==> config.mk <==
export PLATFORM = sky130hd
export DESIGN_NAME = vga_fb_arbiter
export DESIGN_NICKNAME = d
export VERILOG_FILES = /design/src/rtl/vga_fb_arbiter.sv
export SDC_FILE = /design/constraint.sdc
export NUM_CORES = 1
export LEC_CHECK = 0
export CELL_PAD_IN_SITES_DETAIL_PLACEMENT = 0
export CELL_PAD_IN_SITES_GLOBAL_PLACEMENT = 2
export CORE_UTILIZATION = 30
export CTS_BUF_LIST = sky130_fd_sc_hd__clkbuf_2
export DETAILED_ROUTE_END_ITERATION = 10
export DONT_BUFFER_PORTS = 1
export HOLD_SLACK_MARGIN = 0.15
export PLACE_DENSITY_LB_ADDON = 0.12
export SLEW_MARGIN = 10
export SYNTH_ARGS = -nofsm -noshare
export SYNTH_HDL_FRONTEND = slang
export SYNTH_SLANG_ARGS = --single-unit
export TNS_END_PERCENT = 10
==> constraint.sdc <==
create_clock -name clk -period 4.4 [get_ports clk]
set_input_delay 0.88 -clock clk [delete_from_list [all_inputs] [get_ports clk]]
set_output_delay 0.88 -clock clk [all_outputs]
set_load 0.02 [all_outputs]
==> src/rtl/vga_fb_arbiter.sv <==
// vga_fb_arbiter
// ---------------------------------------------------------------------------
// Shares one synchronous-read framebuffer memory between the display fetch
// and two game-logic writers.
// - The display fetch always owns its slot.
// - The writers share the remaining cycles round-robin.
// - The fetched pixel is registered for the colour stage, together with a
//   pixel-valid flag and frame-level blanking status.
//
// Ports
//   clk, reset            system clock; synchronous active-low reset
//   pix_tick              one-cycle pixel strobe (>= 3 clk apart)
//   hCount, vCount        timing-generator counters
//   wr_req[1:0]           writer requests
//   wr_addr0/1, wr_data0/1  writer address and data
//   wr_gnt[1:0]           same-cycle write-accepted pulse
//   mem_addr, mem_we, mem_wdata  combinational memory port
//   mem_rdata             memory read data, valid one cycle after the address
//   pixel_out, pixel_valid  registered pixel and its valid flag
//   in_vblank             registered frame state (1 while blanking)
//   frame_done            one-cycle pulse at the start of vertical blanking
//
// Optional feature
//   VGA_FB_BLANK_WRITE_EN : when defined, writers are only served during
//                           vertical blanking (tear-free updates).
// ---------------------------------------------------------------------------
module vga_fb_arbiter #(
  parameter int H_ACT_START = 144,
  parameter int V_ACT_START = 35,
  parameter int H_ACT       = 640,
  parameter int V_ACT       = 480,
  parameter int SCALE_SHIFT = 2,
  parameter int FB_W        = 160,
  parameter int ADDR_W      = 15,
  parameter int DATA_W      = 8
) (
  input  logic              clk,
  input  logic              reset,
  input  logic              pix_tick,
  input  logic [9:0]        hCount,
  input  logic [9:0]        vCount,
  input  logic [1:0]        wr_req,
  input  logic [ADDR_W-1:0] wr_addr0,
  input  logic [ADDR_W-1:0] wr_addr1,
  input  logic [DATA_W-1:0] wr_data0,
  input  logic [DATA_W-1:0] wr_data1,
  output logic [1:0]        wr_gnt,
  output logic [ADDR_W-1:0] mem_addr,
  output logic              mem_we,
  output logic [DATA_W-1:0] mem_wdata,
  input  logic [DATA_W-1:0] mem_rdata,
  output logic [DATA_W-1:0] pixel_out,
  output logic              pixel_valid,
  output logic              in_vblank,
  output logic              frame_done
);

  typedef enum logic {
    ST_ACTIVE = 1'b0,
    ST_VBLANK = 1'b1
  } frame_state_e;

  localparam logic [9:0]        H_FIRST = 10'(H_ACT_START);
  localparam logic [9:0]        H_LAST  = 10'(H_ACT_START + H_ACT - 1);
  localparam logic [9:0]        V_FIRST = 10'(V_ACT_START);
  localparam logic [9:0]        V_LAST  = 10'(V_ACT_START + V_ACT - 1);
  localparam logic [9:0]        V_END   = 10'(V_ACT_START + V_ACT);
  localparam logic [ADDR_W-1:0] FB_W_C  = ADDR_W'(FB_W);

  frame_state_e      state_q;
  logic              rr_q;
  logic              fetch_d_q;
  logic [DATA_W-1:0] pixel_q;
  logic              pixelValid_q;
  logic              inVblank_q;
  logic              frameDone_q;

  logic              hAct;
  logic              vAct;
  logic              fetchSlot;
  logic              eligible;
  logic              writeSlot;
  logic              winner;
  logic [9:0]        rowIdx;
  logic [9:0]        colIdx;
  logic [ADDR_W-1:0] rowBase;
  logic [ADDR_W-1:0] fetchAddr;

  assign hAct      = (hCount >= H_FIRST) && (hCount <= H_LAST);
  assign vAct      = (vCount >= V_FIRST) && (vCount <= V_LAST);
  assign fetchSlot = pix_tick && hAct && vAct;

  assign rowIdx = (vCount - V_FIRST) >> SCALE_SHIFT;
  assign colIdx = (hCount - H_FIRST) >> SCALE_SHIFT;

  // Row base = rowIdx * FB_W built as a sum of shifted copies, one per set bit
  // of the constant width, so only adders are generated (160 = 128 + 32).
  always_comb begin
    rowBase = '0;
    for (int i = 0; i < ADDR_W; i++) begin
      if (FB_W_C[i]) begin
        rowBase = rowBase + (ADDR_W'(rowIdx) << i);
      end
    end
  end

  assign fetchAddr = rowBase + ADDR_W'(colIdx);

`ifdef VGA_FB_BLANK_WRITE_EN
  assign eligible = inVblank_q;
`else
  assign eligible = 1'b1;
`endif

  // A write can only use a cycle the display does not need.
  // With a single requester it wins outright; with two, rr_q picks.
  assign writeSlot = reset && !fetchSlot && eligible && (|wr_req);
  assign winner    = (wr_req == 2'b11) ? rr_q : wr_req[1];

  // Memory port mux: fetch first, then the arbitration winner, else idle at 0.
  always_comb begin
    wr_gnt    = 2'b00;
    mem_we    = 1'b0;
    mem_addr  = '0;
    mem_wdata = '0;
    if (fetchSlot) begin
      mem_addr = fetchAddr;
    end else if (writeSlot) begin
      mem_we = 1'b1;
      if (winner) begin
        wr_gnt    = 2'b10;
        mem_addr  = wr_addr1;
        mem_wdata = wr_data1;
      end else begin
        wr_gnt    = 2'b01;
        mem_addr  = wr_addr0;
        mem_wdata = wr_data0;
      end
    end
  end

  // Arbiter pointer, pixel pipeline and frame state machine.
  // The frame state only moves on pixel ticks, when the counters are settled.
  always_ff @(posedge clk) begin
    if (!reset) begin
      state_q      <= ST_VBLANK;
      inVblank_q   <= 1'b1;
      frameDone_q  <= 1'b0;
      rr_q         <= 1'b0;
      fetch_d_q    <= 1'b0;
      pixel_q      <= '0;
      pixelValid_q <= 1'b0;
    end else begin
      frameDone_q <= 1'b0;
      fetch_d_q   <= fetchSlot;
      if (writeSlot) begin
        rr_q <= ~winner;
      end
      // Ticks are >= 3 clocks apart, so a returning fetch never coincides
      // with a tick.
      if (fetch_d_q) begin
        pixel_q      <= mem_rdata;
        pixelValid_q <= 1'b1;
      end else if (pix_tick && !fetchSlot) begin
        pixel_q      <= '0;
        pixelValid_q <= 1'b0;
      end
      if (pix_tick) begin
        case (state_q)
          ST_ACTIVE: begin
            if (vCount == V_END) begin
              state_q     <= ST_VBLANK;
              inVblank_q  <= 1'b1;
              frameDone_q <= 1'b1;
            end
          end
          ST_VBLANK: begin
            if (vCount == V_FIRST) begin
              state_q    <= ST_ACTIVE;
              inVblank_q <= 1'b0;
            end
          end
          default: begin
            state_q    <= ST_VBLANK;
            inVblank_q <= 1'b1;
          end
        endcase
      end
    end
  end

  assign pixel_out   = pixel_q;
  assign pixel_valid = pixelValid_q;
  assign in_vblank   = inVblank_q;
  assign frame_done  = frameDone_q;

endmodule

==> reports/qor_table.md, run 1 <==
| Step | Quantity | This run |
|---|---|---|
| outcome | Outcome | finished with violations |
| outcome | Violations in the final reports | negative setup slack |
| route | DRC viols | 0 |
| layout | Fin nets | 346 |
| layout | Fraction of layout instances using a drive strength above 1 | 0.232 |
| clock network | Max clock buf depth | 2 |
| sta | Largest clock skew in the final design | 9.18 ps |
| route | Post-detailed-route count of antenna-violating nets | 0 |
| yosys | Synthesized flop and latch total | 14 |
| global routing | Number of global-route vias before repair | 1,775 |
| yosys | Async set-or-reset flop fraction in the synthesized netlist | 0 |
| global routing | Global-route wire length before repair | 8500 um |
| layout | Finished layout cell area | 0.00213 mm^2 |
| sta | Clock period minus worst slack | 4440 ps |
| placed design | Number of port buffers | 0 |
| yosys | Nets in the synthesized netlist | 327 |
| worst setup path | Type of element capturing the critical path | output port |
| sta | Hold Violations, Final | 0 |
| sta | Final setup violating endpoints | 2 |
| floorplan | Die outline area | 0.00614 mm^2 |
| worst setup path | Worst path required time | 3520 ps |
| floorplan | Number of cell rows | 27 |
| yosys | Top FF cell, synth | sky130_fd_sc_hd__dfxtp_1 |
| global routing | Largest net degree at the start of global routing | 34 |
| yosys | Main area contributors after synthesis | sky130_fd_sc_hd__dfxtp_1 (16%), sky130_fd_sc_hd__ha_1 (10%), sky130_fd_sc_hd__a21oi_1 (6.0%) |
| yosys | Syn avg cell area | 7.54 um^2 |
| yosys | Gate Count Post-Synth | 232 |
| route | DR vias | 1,807 |
| worst setup path | Critical Path Start Type | input pin |
| hold path | Class of the tightest hold or removal check | flip-flop to flip-flop |
| yosys | Adder and majority cell fraction of the synthesized area | 0.123 |
| worst setup path | Crit path DAT | 3560 ps |
| sta | Max-slew violation total from the final report | 0 |
| route | Post-detailed-routing wire length | 5460 um |
| yosys | Simple-gate share of the synthesized area | 0.217 |
| yosys | Synth warnings | 0 |
| global routing | Total overflow reported by the global router | 0 |
| sta | RSZ-0062 raised after global routing | true |
| route | Via/cell ratio | 5.61 |
| yosys | Netlist cell types | 47 |
| worst setup path | Kind of critical path | input pin to output port |
| yosys | Post-synthesis mux area share | 0 |
| placed design | Weighted congestion at the end of routability-driven global placement | 0.825 |
| sta | Fmax achieved | 225 MHz |
| global routing | Total GRT Usage | 0.174 |
| yosys | Library cell occupying the most area in the post-synthesis netlist | sky130_fd_sc_hd__dfxtp_1 |
| floorplan | Horizontal die dimension | 78.4 um |
| layout | Filler cells | 599 |
| route | Average detailed-routed wire length per instance | 17.0 um |
| clock network | Clock network latency to the later pin of the worst-skew pair | 270 ps |
| power and ir drop | Maximum resistive drop on vdd | 0.110 mV |
| floorplan | Die span in y | 78.4 um |
| yosys | Proportion of synthesized chip area in sequential cells | 0.160 |
| power and ir drop | LEAKAGE | 0.869 nW |
| yosys | Dominant cell by count in the synthesized netlist | sky130_fd_sc_hd__a21oi_1 |
| layout | P&R area growth vs syn | 21.7% |
| floorplan | Core area | 0.00557 mm^2 |
| yosys | Post-synthesis share of cell area spent on xor and xnor gates | 0.0851 |
| floorplan | Number of top-level pins | 116 |
| power and ir drop | Total power of the final layout | 0.000504 W |
| job | Number of maximum-capacitance constraint violations | 0 |
| yosys | Area share of the largest cell type after synthesis | 0.160 |
| placed design | Post-DP HPWL | 4310 um |
| sta | Part of the cycle the worst path needs | 1.01 |
| clock network | Number of sinks on the clock net | 14 |
| clock network | Root Buffer Master | sky130_fd_sc_hd__clkbuf_2 |
| route | First-pass DRT Iterations | 5 |
| power and ir drop | Power density over cell area | 236 mW/mm^2 |
| clock network | Hold-fix buffers at CTS | 0 |
| clock network | Register clock-pin slew on the reported worst setup and hold paths | 130 ps |
| route | DR iter-0 viols | 65 |
| yosys | Fraction of the mapped netlist area in compound gates | 0.343 |
| sta | Minimum hold slack | 524 ps |
| yosys | Main combinational cell family by area after synthesis | compound AO/OA/AOI/OAI gates |
| yosys | Netlist area before placement | 0.00175 mm^2 |
| floorplan | Starting utilization of the core area | 0.314 |
| clock network | Number of H-tree branching levels | 1 |
| placed design | Placed cell area | 0.00200 mm^2 |
| worst setup path | Maximum fanout encountered on the critical timing path | 4 |
| yosys | Post-synth EDFFs | 0 |
| clock network | Cts bufs inserted | 3 |
| sta | Final total negative setup slack | -74.4 ps |
| yosys | Most used standard cells in the synthesized netlist | sky130_fd_sc_hd__a21oi_1 (21), sky130_fd_sc_hd__nor2_1 (18), sky130_fd_sc_hd__o21ai_0 (18) |
| sta | Pin slew with the least headroom to its limit | 1000 ps |
| layout | Number of antenna cells inserted | 0 |
| sta | Slew margin rel. | 0.331 |
| sta | Post-route setup slack | -42.1 ps |
| global routing | Number of antenna violations at the first check in global routing | 0 |
| clock network | TritonCTS clock tree | done |
[layout make-up]
class	instances	area, um^2	share of cell area
sequential	14	280	0.132
clock buffer	3	15.0	0.00705
inverter	10	37.5	0.0176
multi-input combinational	189	1440	0.676
tap	72	90.1	0.0423
timing repair buffer	33	264	0.124
clock inverter	1	3.75	0.00176
[what timing repair did]
action / in CTS / in global routing
endpoints found under the setup margin: 4 / 4
buffers inserted: 2 / 0
pin swaps: 16 / 5
resized for setup: 16 / 6
[cells by family after synthesis]
family / after synthesis
compound gates: 85
simple gates: 71
buf+inv: 29
xor+xnor: 17
fa+ha+maj: 16
flops: 14
[power by group]
part           switching, W  internal [W]
registers        0.00000644      0.000131
logic              0.000166      0.000141
clock network     0.0000399     0.0000197
[metal layers]
metal / global-route usage / routed length, um
met1: 0.218 / 2310
met2: 0.310 / 2770
met3: 0.0442 / 359
met4: 0.0111 / 24
met5: 0 / 0
[layout by cell type (no fill, tap or decap), types with 8 or more instances in the layout]
master	synthesis	layout
sky130_fd_sc_hd__a21oi_1	21	15
sky130_fd_sc_hd__a221oi_1	9	9
sky130_fd_sc_hd__a22oi_1	14	14
sky130_fd_sc_hd__a32o_1	8	8
sky130_fd_sc_hd__buf_4	0	31
sky130_fd_sc_hd__dfxtp_1	14	14
sky130_fd_sc_hd__ha_1	14	13
sky130_fd_sc_hd__inv_1	10	9
sky130_fd_sc_hd__nand2_1	12	12
sky130_fd_sc_hd__nor2_1	18	18
sky130_fd_sc_hd__nor2b_1	11	11
sky130_fd_sc_hd__o21ai_0	18	14
sky130_fd_sc_hd__xnor2_1	10	9
[critical path, cell delays in order]
cell and delay [ps]:
sky130_fd_sc_hd__or3_4 390, sky130_fd_sc_hd__a21oi_4 150, sky130_fd_sc_hd__xnor2_2 100, sky130_fd_sc_hd__fa_1 520
sky130_fd_sc_hd__inv_2 50, sky130_fd_sc_hd__buf_4 130, sky130_fd_sc_hd__fa_2 360, sky130_fd_sc_hd__a21oi_4 140
sky130_fd_sc_hd__o21ai_2 80, sky130_fd_sc_hd__buf_4 130, sky130_fd_sc_hd__o21ai_2 100, sky130_fd_sc_hd__nand2b_1 70
sky130_fd_sc_hd__xnor2_1 130, sky130_fd_sc_hd__a21oi_1 170, sky130_fd_sc_hd__buf_4 160
[flip-flops by register name, indices dropped and copies added (netlist names)]
| signal | cells |
|---|---|
| fetch_d_q | 1 |
| pixel_out | 8 |
| frame_done | 1 |
| rr_q | 1 |
| pixel_valid | 1 |
| state_q | 1 |
| in_vblank | 1 |
[through the flow]
| step | util | cells | setup slack, ps |
|---|---|---|---|
| after floorplan | - | 232 | -62.0 |
| after global placement | 0.360 | 316 | -225 |
| after detailed placement | 0.360 | 316 | -295 |
| after CTS | 0.378 | 322 | -104 |
| after global routing | 0.382 | 322 | -242 |
| final | 0.382 | 322 | -42.1 |
[worst paths after layout]
kind / cells after the start / end / slack [ps] / startpoint
worst max-delay path: 15 / mem_addr[12] / -40 / hCount[4]
worst min-delay path: 2 / rr_q$_SDFFE_PN0P_ / 520 / rr_q$_SDFFE_PN0P_
worst max register to register: 2 / pixel_out[2]$_SDFFE_PN0P_ / 3250 / fetch_d_q$_SDFF_PN0_
worst min register to register: 2 / rr_q$_SDFFE_PN0P_ / 520 / rr_q$_SDFFE_PN0P_
Power figures use the tool's default switching activity.
==> run 2, diff against run 1 <==
Settings changed: PLACE_DENSITY_LB_ADDON 0.12 to 0.1, SETUP_SLACK_MARGIN set to 0.4.
==> run 2 against run 1 <==
  * The flow now finishes without violations
  * Core utilization is essentially flat
  * Clock power shrank 4.2%
  * Worst setup slack gained 98 ps
  * Cell count shrank 2.2%
  * Highest routed layer unchanged
==> reports/qor_table.md, run 2 (synthesized netlist as in run 1, its figures left out) <==
| Step | Quantity | This run | vs previous |
|---|---|---|---|
| worst setup path | Maximum fanout encountered on the critical timing path | 4 | unchanged |
| worst setup path | Critical Path Start Type | input pin | unchanged |
| global routing | Global-route wire length before repair | 8590 um | was 8500 um |
| route | DR vias | 1,817 | was 1,807 |
| worst setup path | Kind of critical path | input pin to output port | unchanged |
| power and ir drop | Share of total power in the clock network | 0.113 | was 0.118 |
| hold path | Class of the tightest hold or removal check | flip-flop to flip-flop | unchanged |
| sta | RSZ-0062 raised after global routing | true | unchanged |
| layout | Number of antenna cells inserted | 0 | unchanged |
| worst setup path | Cell with the largest stage delay on the worst path | sky130_fd_sc_hd__fa_1 | unchanged |
| placed design | Post-DP HPWL | 4470 um | was 4310 um |
| sta | Clock period minus worst slack | 4340 ps | was 4440 ps |
| route | Post-detailed-routing wire length | 5440 um | was 5460 um |
| power and ir drop | Internal | 0.000289 W | was 0.000292 W |
| worst setup path | Crit path DAT | 3460 ps | was 3560 ps |
| floorplan | Starting utilization of the core area | 0.314 | unchanged |
| sta | Final setup violating endpoints | 0 | was 2 |
| clock network | Hold-fix buffers at CTS | 0 | unchanged |
| layout | Fin nets | 340 | was 346 |
| sta | Hold Violations, Final | 0 | unchanged |
| clock network | Max clock buf depth | 2 | unchanged |
| sta | Minimum hold slack | 485 ps | was 524 ps |
| clock network | Root Buffer Master | sky130_fd_sc_hd__clkbuf_2 | unchanged |
| global routing | Total GRT Usage | 0.176 | was 0.174 |
| sta | Part of the cycle the worst path needs | 0.987 | was 1.01 |
| layout | Finished layout cell area | 0.00213 mm^2 | about the same |
| route | Average detailed-routed wire length per instance | 17.3 um | was 17.0 um |
| layout | Flip-flop count of the largest register after layout | 8 | unchanged |
| route | Via/cell ratio | 5.77 | was 5.61 |
| power and ir drop | Power density over cell area | 237 mW/mm^2 | was 236 mW/mm^2 |
| power and ir drop | Net Sw Frac | 0.428 | was 0.421 |
| worst setup path | Type of element capturing the critical path | output port | unchanged |
| clock network | TritonCTS clock tree | done | unchanged |
| floorplan | Core area | 0.00557 mm^2 | unchanged |
| layout | Post-Layout Cell Count | 315 | was 322 |
| placed design | Post-Place Cells | 312 | was 316 |
| clock network | Count of buffers added by post-CTS timing repair for setup | 0 | was 2 |
| layout | P&R area growth vs syn | 21.9% | was 21.7% |
| clock network | Cts bufs inserted | 3 | unchanged |
| sta | Pin slew with the least headroom to its limit | 815 ps | was 1000 ps |
| clock network | Register clock-pin slew on the reported worst setup and hold paths | 120 ps | was 130 ps |
| worst setup path | Count of buffering cells on the critical path with inverters included | 1 | was 4 |
| worst setup path | Worst path required time | 3520 ps | about the same |
| floorplan | Number of cell rows | 27 | unchanged |
| power and ir drop | Proportion of power drawn by combinational gates | 0.615 | was 0.609 |
| global routing | Number of antenna violations at the first check in global routing | 0 | unchanged |
| clock network | Number of sinks on the clock net | 14 | unchanged |
| power and ir drop | Maximum resistive drop on vdd | 0.114 mV | was 0.110 mV |
| layout | Leading cell type in the layout, fill and taps excluded | sky130_fd_sc_hd__buf_4 | unchanged |
| global routing | Total overflow reported by the global router | 0 | unchanged |
| power and ir drop | LEAKAGE | 0.856 nW | was 0.869 nW |
| global routing | Number of global-route vias before repair | 1,839 | was 1,775 |
| layout | Filler cells | 584 | was 599 |
| placed design | Number of port buffers | 0 | unchanged |
| sta | Max-slew violation total from the final report | 0 | unchanged |
| clock network | Number of H-tree branching levels | 1 | unchanged |
| floorplan | Die outline area | 0.00614 mm^2 | unchanged |
| floorplan | Die span in y | 78.4 um | unchanged |
| sta | Post-route setup slack | 55.9 ps | was -42.1 ps |
| layout | Top library cells by usage in the layout, fill and taps aside | sky130_fd_sc_hd__buf_4 (24), sky130_fd_sc_hd__nor2_1 (18), sky130_fd_sc_hd__a21oi_1 (15) | was sky130_fd_sc_hd__buf_4 (31), sky130_fd_sc_hd__nor2_1 (18), sky130_fd_sc_hd__a21oi_1 (15) |
| sta | Final total negative setup slack | 0 ps | was -74.4 ps |
| layout | Fraction of layout instances using a drive strength above 1 | 0.239 | was 0.232 |
| job | Number of maximum-capacitance constraint violations | 0 | unchanged |
| sta | Largest clock skew in the final design | 3.41 ps | was 9.18 ps |
| sta | Slew margin rel. | 0.457 | was 0.331 |
| route | DR iter-0 viols | 54 | was 65 |
| clock network | Clock network latency to the later pin of the worst-skew pair | 270 ps | about the same |
| worst setup path | Delay contributed by the slowest stage of the critical path | 500 ps | was 520 ps |
| route | First-pass DRT Iterations | 4 | was 5 |
| worst setup path | Family of cells with the greatest summed delay on the critical path | compound AO/OA/AOI/OAI gates | was adder cells |
| floorplan | Horizontal die dimension | 78.4 um | unchanged |
| global routing | Largest net degree at the start of global routing | 36 | was 34 |
| power and ir drop | Switching power | 0.000216 W | was 0.000212 W |
| worst setup path | Ordered cell list for the critical path | or3_4 -> a21oi_4 -> xnor2_2 -> fa_1 -> inv_2 -> fa_2 -> a21oi_4 -> o21ai_4 -> o41ai_2 -> nand4b_1 -> nand3_2 -> o21ai_4 | was or3_4 -> a21oi_4 -> xnor2_2 -> fa_1 -> inv_2 -> buf_4 -> fa_2 -> a21oi_4 -> o21ai_2 -> buf_4 -> o21ai_2 -> nand2b_1 -> xnor2_1 -> a21oi_1 -> buf_4 |
| placed design | Weighted congestion at the end of routability-driven global placement | 0.770 | was 0.825 |
| route | Post-detailed-route count of antenna-violating nets | 0 | unchanged |
| floorplan | Number of top-level pins | 116 | unchanged |
| power and ir drop | Part of the total power dissipated in sequential elements | 0.271 | was 0.272 |
| placed design | Post-Place Worst Slack | -136 ps | was -295 ps |
| outcome | Outcome | finished clean | was finished with violations |
| placed design | Placed cell area | 0.00200 mm^2 | about the same |
| route | DRC viols | 0 | unchanged |
| sta | Fmax achieved | 230 MHz | was 225 MHz |
[run 2: cell count changes in the layout (fill, tap and decap cells not counted), sizes merged]
cell    previous run  this run
clkinv             1         0
buf               33        27
[run 2: worst paths after layout]
kind / from / endpoint / slack (ps) / depth (start not counted)
worst max-delay path: hCount[6] / mem_addr[14] / 60 / 12
worst max register to register: fetch_d_q$_SDFF_PN0_ / pixel_out[1]$_SDFFE_PN0P_ / 3290 / 2
worst min-delay path: rr_q$_SDFFE_PN0P_ / rr_q$_SDFFE_PN0P_ / 480 / 2
worst min register to register: rr_q$_SDFFE_PN0P_ / rr_q$_SDFFE_PN0P_ / 480 / 2
[run 2: per-stage QoR]
| step | power (W) | util |
|---|---|---|
| after floorplan | 0.000346 | - |
| after global placement | 0.000406 | 0.358 |
| after detailed placement | 0.000409 | 0.358 |
| after CTS | 0.000498 | 0.377 |
| after global routing | 0.000544 | 0.382 |
| final | 0.000505 | 0.382 |
[run 2: timing repair]
item | 4_1_cts | 5_1_grt
setup endpoints to repair | 7 | 8
resized for setup | 17 | 7
pin swaps | 9 | 8
[run 2: power groups by stage]
| stage | logic (W) | registers [W] | clock network, W |
|---|---|---|---|
| 3_5_place_dp | 0.000269 | 0.000140 | 0 |
| 4_1_cts | 0.000301 | 0.000137 | 0.0000597 |
| 6_report | 0.000311 | 0.000137 | 0.0000572 |
| 5_1_grt | 0.000340 | 0.000138 | 0.0000664 |
| 3_3_place_gp | 0.000266 | 0.000140 | 0 |
| 2_1_floorplan | 0.000207 | 0.000139 | 0 |
[run 2: routing by layer]
layer	track usage	up-vias	part of all wire
met5	0	-	0
met4	0.0407	0	0.022
met3	0.0442	8	0.062
met2	0.323	83	0.51
met1	0.202	846	0.41
li1	-	880	-
[run 2: final cells by class]
type | count | area [um^2] | share of cell area
clock buffers | 3 | 15.0 | 0.00704
inverters | 10 | 37.5 | 0.0176
multi-input cells | 189 | 1500 | 0.701
flip-flops and latches | 14 | 280 | 0.131
well taps | 72 | 90.1 | 0.0423
repair buffers | 27 | 214 | 0.100
[run 2: worst reg2reg max path, delay by kind of cell, from the launching register on]
kind               cells  cell delay, ps
and+or+nand+nor        1             380
AOI/OAI and AO/OA      1             180
DFF                    1             510
==> run 3, diff against run 2 <==
Settings changed: SETUP_SLACK_MARGIN 0.4 to unset.
==> run 3 against run 2 <==
  * Non-clock buffer count grew 6
  * Critical path depth grew 4
  * Worst setup slack lost 48 ps
  * Sequential share of layout area grew 0.33 points
  * Highest routed layer is now met3
==> reports/qor_table.md, run 3 (synthesized netlist as in run 1, its figures left out) <==
| Step | Quantity | This run | vs previous |
|---|---|---|---|
| clock network | Cts bufs inserted | 3 | unchanged |
| worst setup path | Reg2Reg Depth | 2 | unchanged |
| sta | Clock period minus worst slack | 4390 ps | was 4340 ps |
| sta | Post-route setup slack | 8.21 ps | was 55.9 ps |
| layout | Number of antenna cells inserted | 0 | unchanged |
| worst setup path | Cell mode on critical path | sky130_fd_sc_hd__buf_4 |  |
| sta | Fmax achieved | 228 MHz | was 230 MHz |
| route | Average detailed-routed wire length per instance | 16.2 um | was 17.3 um |
| power and ir drop | Maximum resistive drop on vdd | 0.0796 mV | was 0.114 mV |
| layout | Top library cells by usage in the layout, fill and taps aside | sky130_fd_sc_hd__buf_4 (33), sky130_fd_sc_hd__nor2_1 (18), sky130_fd_sc_hd__a21oi_1 (16) | was sky130_fd_sc_hd__buf_4 (24), sky130_fd_sc_hd__nor2_1 (18), sky130_fd_sc_hd__a21oi_1 (15) |
| sta | Slew margin rel. | 0.484 | was 0.457 |
| worst setup path | Ordered cell list for the critical path | or3_4 -> a21oi_2 -> xnor2_1 -> fa_1 -> inv_2 -> fa_2 -> a21oi_2 -> buf_4 -> buf_4 -> buf_4 -> buf_4 -> buf_4 -> o21ai_0 -> nand2b_1 -> a21oi_2 -> buf_4 | was or3_4 -> a21oi_4 -> xnor2_2 -> fa_1 -> inv_2 -> fa_2 -> a21oi_4 -> o21ai_4 -> o41ai_2 -> nand4b_1 -> nand3_2 -> o21ai_4 |
| hold path | Hold depth | 2 | unchanged |
| floorplan | Number of top-level pins | 116 | unchanged |
| global routing | Total overflow reported by the global router | 0 | unchanged |
| route | Post-detailed-routing wire length | 5220 um | was 5440 um |
| power and ir drop | Power density over cell area | 237 mW/mm^2 | about the same |
| worst setup path | RR Endpoint | pixel_out[2]$_SDFFE_PN0P_ | was pixel_out[1]$_SDFFE_PN0P_ |
| route | DRC viols | 0 | unchanged |
| sta | Hold Violations, Final | 0 | unchanged |
| worst setup path | Startpoint of the most critical register-to-register path | fetch_d_q$_SDFF_PN0_ | unchanged |
| global routing | Number of global-route vias before repair | 1,778 | was 1,839 |
| route | Via/cell ratio | 5.59 | was 5.77 |
| clock network | Number of H-tree branching levels | 1 | unchanged |
| clock network | TritonCTS clock tree | done | unchanged |
| worst setup path | Kind of critical path | input pin to output port | unchanged |
| power and ir drop | LEAKAGE | 0.855 nW | was 0.856 nW |
| placed design | Number of port buffers | 0 | unchanged |
| layout | Fin nets | 346 | was 340 |
| sta | Final setup violating endpoints | 0 | unchanged |
| layout | Fraction of layout instances using a drive strength above 1 | 0.220 | was 0.239 |
| global routing | Total GRT Usage | 0.169 | was 0.176 |
| placed design | Post-DP HPWL | 4270 um | was 4470 um |
| placed design | Weighted congestion at the end of routability-driven global placement | 0.817 | was 0.770 |
| layout | Flip-flop count of the largest register after layout | 8 | unchanged |
| hold path | End point of the most critical hold path | rr_q$_SDFFE_PN0P_ | unchanged |
| worst setup path | Maximum fanout encountered on the critical timing path | 4 | unchanged |
| clock network | Hold-fix buffers at CTS | 0 | unchanged |
| floorplan | Number of cell rows | 27 | unchanged |
| floorplan | Core area | 0.00557 mm^2 | unchanged |
| outcome | Outcome | finished clean | unchanged |
| clock network | Max clock buf depth | 2 | unchanged |
| worst setup path | Count of buffering cells on the critical path with inverters included | 7 | was 1 |
| global routing | Number of antenna violations at the first check in global routing | 0 | unchanged |
| sta | Largest clock skew in the final design | 8.11 ps | was 3.41 ps |
| sta | Part of the cycle the worst path needs | 0.998 | was 0.987 |
| placed design | Post-Place Worst Slack | -380 ps | was -136 ps |
| clock network | Number of sinks on the clock net | 14 | unchanged |
| worst setup path | Critical Path Start Type | input pin | unchanged |
| route | DR iter-0 viols | 58 | was 54 |
| hold path | Class of the tightest hold or removal check | flip-flop to flip-flop | unchanged |
| sta | Max-slew violation total from the final report | 0 | unchanged |
| layout | Filler cells | 601 | was 584 |
| hold path | Worst Min Path Start | rr_q$_SDFFE_PN0P_ | unchanged |
| sta | Pin slew with the least headroom to its limit | 774 ps | was 815 ps |
| job | Number of maximum-capacitance constraint violations | 0 | unchanged |
| route | First-pass DRT Iterations | 5 | was 4 |
| clock network | Root Buffer Master | sky130_fd_sc_hd__clkbuf_2 | unchanged |
| worst setup path | Crit path DAT | 3510 ps | was 3460 ps |
| floorplan | Starting utilization of the core area | 0.314 | unchanged |
| sta | Minimum hold slack | 508 ps | was 485 ps |
| floorplan | Horizontal die dimension | 78.4 um | unchanged |
| floorplan | Die span in y | 78.4 um | unchanged |
| clock network | Clock network latency to the later pin of the worst-skew pair | 280 ps | was 270 ps |
| global routing | Global-route wire length before repair | 8390 um | was 8590 um |
| worst setup path | Setup slack of the most critical reg-to-reg path | 3290 ps | about the same |
| worst setup path | Cell with the largest stage delay on the worst path | sky130_fd_sc_hd__fa_1 | unchanged |
| worst setup path | Family of cells with the greatest summed delay on the critical path | buffers and inverters | was compound AO/OA/AOI/OAI gates |
| worst setup path | Delay contributed by the slowest stage of the critical path | 450 ps | was 500 ps |
| layout | Leading cell type in the layout, fill and taps excluded | sky130_fd_sc_hd__buf_4 | unchanged |
| route | Post-detailed-route count of antenna-violating nets | 0 | unchanged |
| global routing | Largest net degree at the start of global routing | 46 | was 36 |
| worst setup path | Worst path required time | 3520 ps | about the same |
| layout | Share of the core filled with cells in the final layout | 0.373 | was 0.382 |
| clock network | Register clock-pin slew on the reported worst setup and hold paths | 140 ps | was 120 ps |
| route | DR vias | 1,800 | was 1,817 |
| floorplan | Die outline area | 0.00614 mm^2 | unchanged |
| layout | P&R area growth vs syn | 18.9% | was 21.9% |
| worst setup path | Type of element capturing the critical path | output port | unchanged |
| sta | RSZ-0062 raised after global routing | true | unchanged |
run 3: changes by cell type in the layout (fill, tap and decap cells not counted), sizes merged:
| cell | change |
|---|---|
| buf | +6 |
| clkinv | +1 |
run 3: power breakdown:
part	switching (W)	internal [W]	leakage [nW]
registers	0.00000636	0.000131	0.114
clock network	0.0000411	0.0000197	0.0140
logic	0.000156	0.000138	0.727
total	0.000203	0.000289	0.855
run 3: how the worst max path moves through the flow:
stage / from / cells after the start / to / slack (ps)
2_1_floorplan: vCount[1] / 13 / mem_addr[14] / -60
3_3_place_gp: vCount[1] / 14 / mem_addr[14] / -240
3_5_place_dp: hCount[6] / 13 / mem_addr[14] / -380
4_1_cts: hCount[6] / 13 / mem_addr[14] / -5
5_1_grt: hCount[4] / 16 / mem_addr[14] / -220
6_report: hCount[6] / 16 / mem_addr[10] / 8
run 3: timing repair:
item | CTS | global route
setup endpoints to repair | 3 | 5
pin swaps | 12 | 2
buffers inserted | 5 | 0
cloned | 0 | 0
hold endpoints to repair | 0 | 0
resized for setup | 16 | 1
run 3: area by class of cell:
| class | count | area (um^2) | area share |
|---|---|---|---|
| Multi-Input combinational cell | 189 | 1410 | 0.676 |
| Clock inverter | 1 | 3.75 | 0.00181 |
| Inverter | 10 | 37.5 | 0.0181 |
| Timing Repair Buffer | 33 | 248 | 0.119 |
| Tap cell | 72 | 90.1 | 0.0433 |
| Clock buffer | 3 | 15.0 | 0.00722 |
| Sequential cell | 14 | 280 | 0.135 |
run 3: worst register-to-register path, cell delays in order, from the launching register on:
cell and delay (ps):
sky130_fd_sc_hd__dfxtp_1 510, sky130_fd_sc_hd__and2_1 380, sky130_fd_sc_hd__a32o_1 170
run 3: routing by layer:
layer | global-route usage | wire length [um] | vias to the layer above | part of all wire
met4 | 0.00556 | 0 | 0 | 0
li1 | - | - | 891 | -
met1 | 0.213 | 2220 | 826 | 0.43
met5 | 0 | 0 | - | 0
met3 | 0.0384 | 362 | 0 | 0.069
met2 | 0.308 | 2640 | 83 | 0.51
run 3: metrics by stage:
stage               total power (W)  TNS, ps  cells  instance area, um^2
floorplan                  0.000336     -107    232                 1750
global placement           0.000399     -489    313                 1970
detailed placement         0.000402     -725    313                 1970
CTS                        0.000495    -5.11    322                 2080
global route               0.000534     -715    322                 2080
finish                     0.000492        0    322                 2080
